==> src/rtl/spi_master_param.sv <==
// SPI master with runtime-selectable mode (CPOL/CPHA), parameterised word
// width, SCLK divider and chip-select timing. Everything runs on i_clock; SCLK
// is a registered output that toggles on divider ticks, never a derived clock.
//
// Host handshake: a transfer is accepted on a cycle where the block is idle
// (o_busy low), i_enable is high and i_start is high; i_mode and i_tx_data are
// latched in that cycle. i_start while busy is dropped, not queued. Completion
// is a single-cycle o_done pulse, and o_rx_data changes only in that cycle.
module spi_master_param #(
    parameter int DATA_WIDTH = 16,
    parameter int CLK_DIV    = 25,
    parameter int CS_SETUP   = 2,
    parameter int CS_HOLD    = 1,
    parameter int CS_GAP     = 2,
    parameter int LSB_FIRST  = 0
) (
    input  logic                  i_clock,
    input  logic                  i_reset,
    input  logic                  i_enable,
    input  logic                  i_start,
    input  logic [1:0]            i_mode,
    input  logic [DATA_WIDTH-1:0] i_tx_data,
    output logic [DATA_WIDTH-1:0] o_rx_data,
    output logic                  o_busy,
    output logic                  o_done,
    output logic                  o_sclk,
    output logic                  o_mosi,
    input  logic                  i_miso,
    output logic                  o_cs_n
);

    typedef enum logic [2:0] {
        IDLE  = 3'd0,
        SETUP = 3'd1,
        SHIFT = 3'd2,
        HOLD  = 3'd3,
        GAP   = 3'd4,
        DONE  = 3'd5
    } state_t;

    localparam int DW = (CLK_DIV > 1) ? $clog2(CLK_DIV) : 1;
    localparam int CW = 16;
    localparam logic [DW-1:0] DIV_LAST   = DW'(CLK_DIV - 1);
    localparam logic [CW-1:0] SETUP_LAST = CW'(CS_SETUP - 1);
    localparam logic [CW-1:0] SHIFT_LAST = CW'(2 * DATA_WIDTH - 1);
    localparam logic [CW-1:0] HOLD_LAST  = CW'(CS_HOLD - 1);
    localparam logic [CW-1:0] GAP_LAST   = CW'(CS_GAP - 1);

    state_t                state_q, state_d;
    logic [DW-1:0]         div_q, div_d;
    logic [CW-1:0]         cnt_q, cnt_d;
    logic [1:0]            mode_q, mode_d;
    logic [DATA_WIDTH-1:0] tx_q, tx_d;
    logic [DATA_WIDTH-1:0] rx_sh_q, rx_sh_d;
    logic [DATA_WIDTH-1:0] rx_q, rx_d;
    logic                  miso_q;
    logic                  sclk_q, sclk_d;
    logic                  mosi_q, mosi_d;
    logic                  cs_n_q, cs_n_d;
    logic                  busy_q, busy_d;
    logic                  done_q, done_d;

    logic                  tick;
    logic                  leading;
    logic                  sample;
    logic                  do_shift;
    logic [DATA_WIDTH-1:0] tx_next;
    logic [DATA_WIDTH-1:0] rx_next;

    // Bit that goes on the wire first for a given word.
    function automatic logic first_bit(input logic [DATA_WIDTH-1:0] w);
        return (LSB_FIRST != 0) ? w[0] : w[DATA_WIDTH-1];
    endfunction

    assign tick = (div_q == DIV_LAST);

    // State register.
    always_ff @(posedge i_clock or posedge i_reset) begin
        if (i_reset) state_q <= IDLE;
        else         state_q <= state_d;
    end

    // Next state and next values of all registered outputs and datapath.
    always_comb begin
        state_d  = state_q;
        div_d    = div_q;
        cnt_d    = cnt_q;
        mode_d   = mode_q;
        tx_d     = tx_q;
        rx_sh_d  = rx_sh_q;
        rx_d     = rx_q;
        sclk_d   = sclk_q;
        mosi_d   = mosi_q;
        cs_n_d   = cs_n_q;
        done_d   = 1'b0;
        // cnt_q counts SHIFT ticks from 0, so edge number is cnt_q+1: even cnt = leading.
        leading  = ~cnt_q[0];
        sample   = leading ^ mode_q[0];
        // CPHA=1 presents bit 0 on edge 1 (already driven), CPHA=0 holds the last bit.
        do_shift = mode_q[0] ? (leading && (cnt_q != '0))
                             : (!leading && (cnt_q != SHIFT_LAST));
        tx_next  = (LSB_FIRST != 0) ? (tx_q >> 1) : (tx_q << 1);
        rx_next  = (LSB_FIRST != 0) ? {miso_q, rx_sh_q[DATA_WIDTH-1:1]}
                                    : {rx_sh_q[DATA_WIDTH-2:0], miso_q};

        if (state_q inside {SETUP, SHIFT, HOLD, GAP}) begin
            div_d = tick ? '0 : div_q + DW'(1);
        end

        unique case (state_q)
            IDLE: begin
                div_d = '0;
                cnt_d = '0;
                if (i_enable && i_start) begin
                    state_d = SETUP;
                    mode_d  = i_mode;
                    tx_d    = i_tx_data;
                    rx_sh_d = '0;
                    cs_n_d  = 1'b0;
                    sclk_d  = i_mode[1];
                    mosi_d  = first_bit(i_tx_data);
                end
            end
            SETUP: begin
                if (tick) begin
                    if (cnt_q == SETUP_LAST) begin
                        cnt_d   = '0;
                        state_d = SHIFT;
                    end else begin
                        cnt_d = cnt_q + CW'(1);
                    end
                end
            end
            SHIFT: begin
                if (tick) begin
                    sclk_d = ~sclk_q;
                    if (sample) rx_sh_d = rx_next;
                    if (do_shift) begin
                        tx_d   = tx_next;
                        mosi_d = first_bit(tx_next);
                    end
                    if (cnt_q == SHIFT_LAST) begin
                        cnt_d   = '0;
                        state_d = HOLD;
                    end else begin
                        cnt_d = cnt_q + CW'(1);
                    end
                end
            end
            HOLD: begin
                if (tick) begin
                    if (cnt_q == HOLD_LAST) begin
                        cnt_d   = '0;
                        state_d = GAP;
                        cs_n_d  = 1'b1;
                        mosi_d  = 1'b0;
                        sclk_d  = mode_q[1];
                    end else begin
                        cnt_d = cnt_q + CW'(1);
                    end
                end
            end
            GAP: begin
                if (tick) begin
                    if (cnt_q == GAP_LAST) begin
                        cnt_d   = '0;
                        state_d = DONE;
                        done_d  = 1'b1;
                        rx_d    = rx_sh_q;
                    end else begin
                        cnt_d = cnt_q + CW'(1);
                    end
                end
            end
            DONE: begin
                div_d   = '0;
                state_d = IDLE;
            end
            default: state_d = IDLE;
        endcase

        busy_d = (state_d != IDLE);
    end

    // Datapath and output registers; reset aborts any transfer silently.
    always_ff @(posedge i_clock or posedge i_reset) begin
        if (i_reset) begin
            div_q   <= '0;
            cnt_q   <= '0;
            mode_q  <= '0;
            tx_q    <= '0;
            rx_sh_q <= '0;
            rx_q    <= '0;
            miso_q  <= 1'b0;
            sclk_q  <= 1'b0;
            mosi_q  <= 1'b0;
            cs_n_q  <= 1'b1;
            busy_q  <= 1'b0;
            done_q  <= 1'b0;
        end else begin
            div_q   <= div_d;
            cnt_q   <= cnt_d;
            mode_q  <= mode_d;
            tx_q    <= tx_d;
            rx_sh_q <= rx_sh_d;
            rx_q    <= rx_d;
            miso_q  <= i_miso;
            sclk_q  <= sclk_d;
            mosi_q  <= mosi_d;
            cs_n_q  <= cs_n_d;
            busy_q  <= busy_d;
            done_q  <= done_d;
        end
    end

    assign o_rx_data = rx_q;
    assign o_busy    = busy_q;
    assign o_done    = done_q;
    assign o_sclk    = sclk_q;
    assign o_mosi    = mosi_q;
    assign o_cs_n    = cs_n_q;

endmodule

==> config.mk <==
export PLATFORM = sky130hd
export DESIGN_NAME = spi_master_param
export DESIGN_NICKNAME = d
export VERILOG_FILES = /design/src/rtl/spi_master_param.sv
export SDC_FILE = /design/constraint.sdc
export NUM_CORES = 1
export LEC_CHECK = 0
export ABC_CLOCK_PERIOD_IN_PS = 2600
export CAP_MARGIN = 20
export CORE_UTILIZATION = 50
export DETAILED_ROUTE_END_ITERATION = 6
export GPL_TIMING_DRIVEN = 0
export PLACE_DENSITY_LB_ADDON = 0.08
export SYNTH_ARGS = -nofsm -noshare
export SYNTH_HDL_FRONTEND = slang
export SYNTH_SLANG_ARGS = --single-unit
==> constraint.sdc <==
create_clock -name i_clock -period 2.6 [get_ports i_clock]
set_clock_uncertainty 0.2 [all_clocks]
set_input_delay 0.65 -clock i_clock [delete_from_list [all_inputs] [get_ports i_clock]]
set_output_delay 0.65 -clock i_clock [all_outputs]
set_load 0.02 [all_outputs]
== Word-level counts from Yosys, hierarchy flattened ==
Cells that the tools add are included.
Cells by class
  add/sub/neg operators: 2
  eq/ne operators: 16
  multiplexer cells: 47
  bitwise gates (word level): 3
  reduce and logical (&&, ||, !) cells: 23
Operator list (count)
  2-to-1 mux 16 bit: 9
  case mux 16 bit (4 select lines): 1
  2-to-1 mux 15 bit: 3
  case mux 16 bit (2 select lines): 1
  case mux 15 bit (2 select lines): 1
  2-to-1 mux 3 bit: 9
  adder 16 x 1 -> 16 bit, second input constant: 1
  equality test 16 x 1 -> 1 bit, second input constant: 1
  equality test 16 x 5 -> 1 bit, second input constant: 1
  zero test 16 bit: 1
  2-to-1 mux 1 bit: 16
  != test 16 x 5 -> 1 bit, second input constant: 1
  AND reduction 4 bit: 4
  nonzero test 16 bit: 1
  2-to-1 mux 5 bit: 3
  case mux 3 bit (5 select lines): 1
  != test 2 bit, second input constant: 5
  nonzero test 4 bit: 2
  equality test 3 x 2 -> 1 bit, second input constant: 2
  equality test 3 bit, second input constant: 2
  case mux 1 bit (3 select lines): 2
  AND reduction 6 bit: 1
  nonzero test 2 bit: 3
  nonzero test 3 bit: 2
  other kinds (13): 18
Word-level totals
  register bits: 79
  logic and storage cells: 104

== Longest topological paths before layout ==
Gate-level depths: netlist (run 1).
  depth after elaboration: 6
  depth in mapped cells: 9
  depth with buffers taken out: 8

== Worst setup path after synthesis (run 1) ==
Ideal clock, no wire load.
  kind: flip-flop to flip-flop
  start: register cnt_q[8]
  end: register tx_q[1]
  arrival time: 1.922 ns
  required time: 2.275 ns
  slack: 0.353 ns
  stages on the path, launching flop included: 8
  path buffers: 1
  period minus slack after synthesis: 2.247 ns
  cells stage by stage: dfrtp_1 > nor4_2 > nand4_1 > o21ai_0 > nand2_1 > a21boi_4 > buf_6 > mux2_2
On the way
  longest elaborated chain between the ends: 5
RTL lines
  from (decl): RTL line 51  | logic [CW-1:0] cnt_q, cnt_d;
  from (signal assigned): RTL line 202  | cnt_q <= cnt_d;
  != test 16 x 5 -> 1 bit or nonzero test 16 bit (tied branches): RTL line 101, 100
  logical AND 1 bit, on equally long branches: RTL line 101, 100
  2-to-1 mux 1 bit (*): RTL line 100  | do_shift = mode_q[0] ? (leading && (cnt_q != '0))
  != test 2 bit (no line) (*)
  AND reduction 4 bit (no line) (*)
  to (signal assigned): RTL line 204  | tx_q <= tx_d;
  to (decl): RTL line 53  | logic [DATA_WIDTH-1:0] tx_q, tx_d;
Mark *: on every way between the ends. The rest lies on a longest branch, timed or not.
A chain may end at the register's enable or synchronous reset.

== Final worst setup path (run 1) ==
  start: register cnt_q[8]
  end: register rx_q[6], in the netlist o_rx_data[6]
On the way
  longest elaborated chain between the ends: 2
RTL lines
  equality test 16 x 1 -> 1 bit: RTL line 165  | if (cnt_q == GAP_LAST) begin
  AND reduction 3 bit (no line)
  to (signal assigned): RTL line 206  | rx_q <= rx_d;
  to (decl): RTL line 55  | logic [DATA_WIDTH-1:0] rx_q, rx_d;
Every way passes these cells.

==> results.json, run 1 <==
{
  "synth_area_per_cell_um2": 10.7,
  "final_layout_size_suffix_gt1_frac": 0.224,
  "cp-end-kind": "flop",
  "drtPass1Iterations": 4,
  "stdcell_count": 519,
  "vdd_drop_max_mv": 0.382,
  "cts_hold_buf": 0,
  "placementRows": 31,
  "layout_min_cycle_time_ps": 2490,
  "setup_viol": 0,
  "place_inst": 496,
  "syn-num-nets": 380,
  "io_pins": 44,
  "timing.fmax_mhz": 401,
  "start_util": 0.519,
  "tightest_slew_ps": 596,
  "synth_area_um2": 3780,
  "antenna_found_initial": 0,
  "die_x_um": 89.0,
  "fp.dieH_um": 89.0,
  "mostFrequentLayoutCell": "dfrtp_1",
  "p_total_mw": 2.19,
  "io_buffers": 43,
  "final_cell_mix": "dfrtp_1, nand2_1, mux2_2",
  "grt_usage": 0.210,
  "combPwrFrac": 0.035,
  "switching_share": 0.215,
  "fin_crit_sh": 0.959,
  "vias_per_cell": 5.25,
  "hold_viol": 0,
  "placedInstanceArea_um2": 4380,
  "drtAntennaViolNets": 0,
  "ys_ff_latch": 79,
  "async_flop_share": 1.00,
  "fin_area_um2": 4640,
  "tns_ps": 0,
  "synth-main-ff-cell": "dfrtp_1",
  "fill_cells": 615,
  "drc": 0,
  "leakage_nw": 2.09,
  "cts-root-buf": "clkbuf_8",
  "path_class": "flop to flop",
  "cap_violations": 0,
  "p_per_area_nw_per_um2": 471,
  "ff2ff_setup_slack_ps": 110,
  "slew_violations": 0,
  "p_int_mw": 1.72,
  "worstSetupStartpointType": "flop",
  "critPathRequiredTime_ps": 2630,
  "fin_util": 0.636,
  "cpMaxStageDelayCell": "dfrtp_1",
  "p_sw_mw": 0.470,
  "cp_max_fo": 10,
  "antennaDiodeCount": 0,
  "fp.coreArea_um2": 7290,
  "place.gp.congestion": 0.821,
  "htree_levels": 3,
  "cp_common_cell": "buf_4",
  "drt-total-wl_um": 7240,
  "wl_per_cell_um": 13.9,
  "insertion_delay_ps": 340,
  "num_vias": 2727,
  "fin_nets": 443,
  "ys_warn_count": 0,
  "cp_cell_sequence": "nor4_2 > nand4_1 > buf_4 > nor2_2 > nand4_4 > buf_4 > mux2_2",
  "hpwl_um": 5120,
  "grt-ovfl-total": 0,
  "crit_arrival_ps": 2520,
  "drt-initial-drc-count": 154,
  "grt_max_degree": 29,
  "die_area_um2": 7910,
  "cts_sinks": 79,
  "ys_types": 53,
  "synth_edf_count": 0,
  "seq_area_um2": 1980,
  "path_clk_slew_ps": 80,
  "slew_headroom": 0.602,
  "power.share.sequential": 0.562,
  "synthToLayoutAreaGrowth_pct": 22.7,
  "critPathMaxStageDelay_ps": 450,
  "cts_tree": "built",
  "outcome": "finished, final reports clean",
  "multi_input_comb_area_um2": 1680,
  "clock_path_buffers": 2,
  "syn_inst": 352,
  "grt_pass1_vias": 2635,
  "grt_pass1_wl_um": 12400,
  "ys_seq_area_frac": 0.523,
  "clkPwrFrac": 0.404,
  "cts_buffers": 9,
  "hp-class": "flop to flop"
}
path summary, 6_finish.rpt:
path / cells past startpoint / startpoint / end
hold reg to reg: 2 / miso_q$_DFF_PP0_ / rx_sh_q[0]$_DFFE_PP0P_
max in group asynchronous: 3 / i_reset / o_cs_n$_DFFE_PP1P_
hold / removal: 2 / miso_q$_DFF_PP0_ / rx_sh_q[0]$_DFFE_PP0P_
setup reg to reg: 7 / cnt_q[8]$_DFFE_PP0P_ / o_rx_data[6]$_DFFE_PP0P_
min in group asynchronous: 2 / i_reset / o_rx_data[2]$_DFFE_PP0P_
setup / recovery: 7 / cnt_q[8]$_DFFE_PP0P_ / o_rx_data[6]$_DFFE_PP0P_
repair_timing:
item / in CTS / in global routing
resized for setup: 0 / 5
buffers inserted: 0 / 8
endpoints found under the setup margin: 0 / 45
state kept, by name (all words and copies together) (netlist names):
register	flops
div_q	5
o_busy	1
state_q	3
tx_q	15
o_done	1
o_cs_n	1
o_rx_data	16
rx_sh_q	16
mode_q	2
cnt_q	16
o_sclk	1
o_mosi	1
miso_q	1
per-layer routing:
metal  global-route usage  vias to the layer above  routed length, µm
met5                    0                        -                  0
met1                0.274                     1330               3400
met4               0.0563                        0                 74
met2                0.342                       52               3460
met3               0.0646                        7                307
li1                     -                     1338                  -
power groups by stage:
stage | sequential [mW] | combinational [mW] | clock, mW
final | 1.23 | 0.0756 | 0.882
after global routing | 1.23 | 0.0863 | 0.972
after CTS | 1.23 | 0.0791 | 0.908
after detailed placement | 1.25 | 0.0787 | 0
after global placement | 1.25 | 0.0698 | 0
after floorplan | 1.25 | 0.0291 | 0
metrics by stage:
stage	setup slack, ps	hold WS (ps)
after detailed placement	34.7	250
after global routing	-2.99	305
after CTS	27.1	283
after floorplan	353	226
after global placement	-99.0	256
final	107	274
cell usage after synthesis (all sizes together) (4+ instances only):
master   n  area [µm²]
a21oi    6        30.0
buf      8        51.3
clkbuf   7        26.3
dfrtp   78        1950
ha       5        62.6
inv     13        48.8
mux2    47         529
nand2   55         206
nand3    8        40.0
nand4    5        46.3
nor2    28         108
nor3     9        50.1
nor4     4        43.8
o21ai   28         140
xnor2    9        78.8
area by class of cell:
type                       count  share of cell area
sequential                    79               0.426
multi-input combinational    245               0.363
timing repair buffer          53               0.114
clock buffer                  11              0.0283
tap                           99              0.0267
buffer                        14              0.0170
clock inverter                 5              0.0127
inverter                      13              0.0113
critical path: cells and delay by family, from the launching register on:
kind / cells / cell delay (ps)
buf+inv: 2 / 470
mux: 1 / 280
simple gates: 4 / 1000
flops: 1 / 450
logic make-up after synthesis:
family | after synthesis | share of synthesized area
mux | 50 | 0.148
flops | 79 | 0.523
compound gates | 48 | 0.0774
simple gates | 129 | 0.171
xor+xnor | 12 | 0.0278
fa+ha+maj | 6 | 0.0195
buf+inv | 28 | 0.0334
Power figures use the tool's default switching activity.
==> inputs of run 2 (changes only) <==
--- a/config.mk
+++ b/config.mk
@@ -9,7 +9,6 @@
 export CAP_MARGIN = 20
 export CORE_UTILIZATION = 50
 export DETAILED_ROUTE_END_ITERATION = 6
-export GPL_TIMING_DRIVEN = 0
 export PLACE_DENSITY_LB_ADDON = 0.08
 export SYNTH_ARGS = -nofsm -noshare
 export SYNTH_HDL_FRONTEND = slang
==> run 2 against run 1 <==
Clock power up 2.7%. Die area unchanged. Via count down 2.2%. Wire length down 1.7%. Clock-buffer cell count down 1. Worst hold slack better by 8.8 ps. Cell area down 0.38%. Critical path type unchanged. Largest cell class unchanged. Largest power group unchanged.
==> results.json, run 2 (synthesis results as in run 1) <==
{
  "outcome": "finished, final reports clean",
  "rsz0062_at_grt": "false",
  "ctsResizeCount": 0,
  "critPathMaxStageDelay_ps": 420,
  "path_class": "flop to flop",
  "vdd_drop_max_mv": 0.318,
  "p_per_area_nw_per_um2": 479,
  "cts_hold_buf": 0,
  "critPathRequiredTime_ps": 2640,
  "drtPass1Iterations": 4,
  "holdWs_ps": 283,
  "p_total_mw": 2.21,
  "stdcell_count": 511,
  "hpwl_um": 5070,
  "worstReg2RegEnd": "cnt_q[5]$_DFFE_PP0P_",
  "wl_per_cell_um": 13.9,
  "die_area_um2": 7910,
  "place.gp.congestion": 0.807,
  "grt_pass1_wl_um": 12200,
  "hp-class": "flop to flop",
  "drt-total-wl_um": 7110,
  "cap_violations": 0,
  "critPathTopFamily": "simple AND/OR/NAND/NOR gates",
  "fin_util": 0.634,
  "cts_buffers": 9,
  "fin_crit_sh": 0.908,
  "tightest_slew_ps": 446,
  "layout_min_cycle_time_ps": 2360,
  "drtAntennaViolNets": 0,
  "setup_viol": 0,
  "start_util": 0.519,
  "min_path_cells": 2,
  "fin_nets": 435,
  "antenna_found_initial": 0,
  "num_vias": 2666,
  "rr_startpoint": "div_q[0]$_DFFE_PP0P_",
  "place_inst": 495,
  "final_cell_mix": "dfrtp_1, nand2_1, mux2_2",
  "clock_path_buffers": 2,
  "grt_usage": 0.204,
  "grt-ovfl-total": 0,
  "cts_sinks": 79,
  "cts_setup_buffers": 0,
  "crit_arrival_ps": 2400,
  "insertion_delay_ps": 350,
  "vias_per_cell": 5.22,
  "hp-start": "miso_q$_DFF_PP0_",
  "tns_ps": 0,
  "worstRegToRegCells": 9,
  "die_x_um": 89.0,
  "cp_max_fo": 10,
  "synthToLayoutAreaGrowth_pct": 22.2,
  "io_pins": 44,
  "leakage_nw": 2.09,
  "grt_max_degree": 33,
  "timing.fmax_mhz": 424,
  "placementRows": 31,
  "htree_levels": 3,
  "cp_common_cell": "nor2_1",
  "slew_headroom": 0.702,
  "drc": 0,
  "worstSetupStartpointType": "flop",
  "hold_viol": 0,
  "io_buffers": 43,
  "path_clk_slew_ps": 90,
  "grt_pass1_vias": 2601,
  "fp.dieH_um": 89.0,
  "cp-end-kind": "flop",
  "slew_violations": 0,
  "final_layout_size_suffix_gt1_frac": 0.226,
  "drt-initial-drc-count": 112,
  "cpMaxStageDelayCell": "dfrtp_1",
  "path_buf_inv": 2,
  "cts_tree": "built",
  "fp.coreArea_um2": 7290,
  "cts-root-buf": "clkbuf_8",
  "ff2ff_setup_slack_ps": 240,
  "cp_cell_sequence": "inv_1 > ha_1 > nand4b_1 > maj3_2 > buf_4 > nor2_1 > and3_1 > xnor2_1 > nor2_1",
  "antennaDiodeCount": 0,
  "mostFrequentLayoutCell": "dfrtp_1",
  "whs_endpoint": "rx_sh_q[0]$_DFFE_PP0P_"
}
-- run 2: worst register-to-register path: stages, from the launching register on --
cell	delay, ps
dfrtp_1	420
inv_1	100
ha_1	170
nand4b_1	140
maj3_2	360
buf_4	190
nor2_1	290
and3_1	220
xnor2_1	120
nor2_1	50
-- run 2: how the worst max path moves through the flow --
| stage | cells past startpoint | endpoint | slack (ps) | from |
|---|---|---|---|---|
| global route | 7 | tx_q[3]$_DFFE_PP0P_ | 60 | cnt_q[9]$_DFFE_PP0P_ |
| global placement | 6 | o_rx_data[11]$_DFFE_PP0P_ | 290 | cnt_q[9]$_DFFE_PP0P_ |
| finish | 9 | cnt_q[5]$_DFFE_PP0P_ | 240 | div_q[0]$_DFFE_PP0P_ |
| detailed placement | 6 | o_rx_data[2]$_DFFE_PP0P_ | 230 | cnt_q[9]$_DFFE_PP0P_ |
| CTS | 6 | o_rx_data[13]$_DFFE_PP0P_ | 190 | cnt_q[9]$_DFFE_PP0P_ |
| floorplan | 7 | tx_q[1]$_DFFE_PP0P_ | 350 | cnt_q[8]$_DFFE_PP0P_ |
-- run 2: per-stage QoR --
step | area [µm²] | worst slack, ps
2_1_floorplan | 3780 | 353
5_1_grt | 4620 | 60.0
6_report | 4620 | 239
4_1_cts | 4620 | 188
3_3_place_gp | 4420 | 292
3_5_place_dp | 4420 | 227
-- run 2: layer usage --
metal / vias to the layer above / global-route usage / part of all wire
li1: 1323 / - / -
met1: 1287 / 0.282 / 0.48
met2: 46 / 0.308 / 0.45
met3: 10 / 0.0545 / 0.043
met4: 0 / 0.0837 / 0.020
met5: - / 0 / 0
-- run 2: power by group --
group / internal [mW] / leakage, nW / switching [mW] / total (mW)
logic: 0.0444 / 1.01 / 0.0324 / 0.0768
registers: 1.23 / 0.986 / 0.000220 / 1.23
clock network: 0.449 / 0.0968 / 0.457 / 0.906
-- run 2: area by class of cell --
type / count / area, µm²
fillers: 635 / 2670
flip-flops and latches: 79 / 1980
multi-input cells: 245 / 1680
repair buffers: 59 / 588
clock buffers: 10 / 128
well taps: 99 / 124
clock inverters: 6 / 68.8
inverters: 13 / 52.6
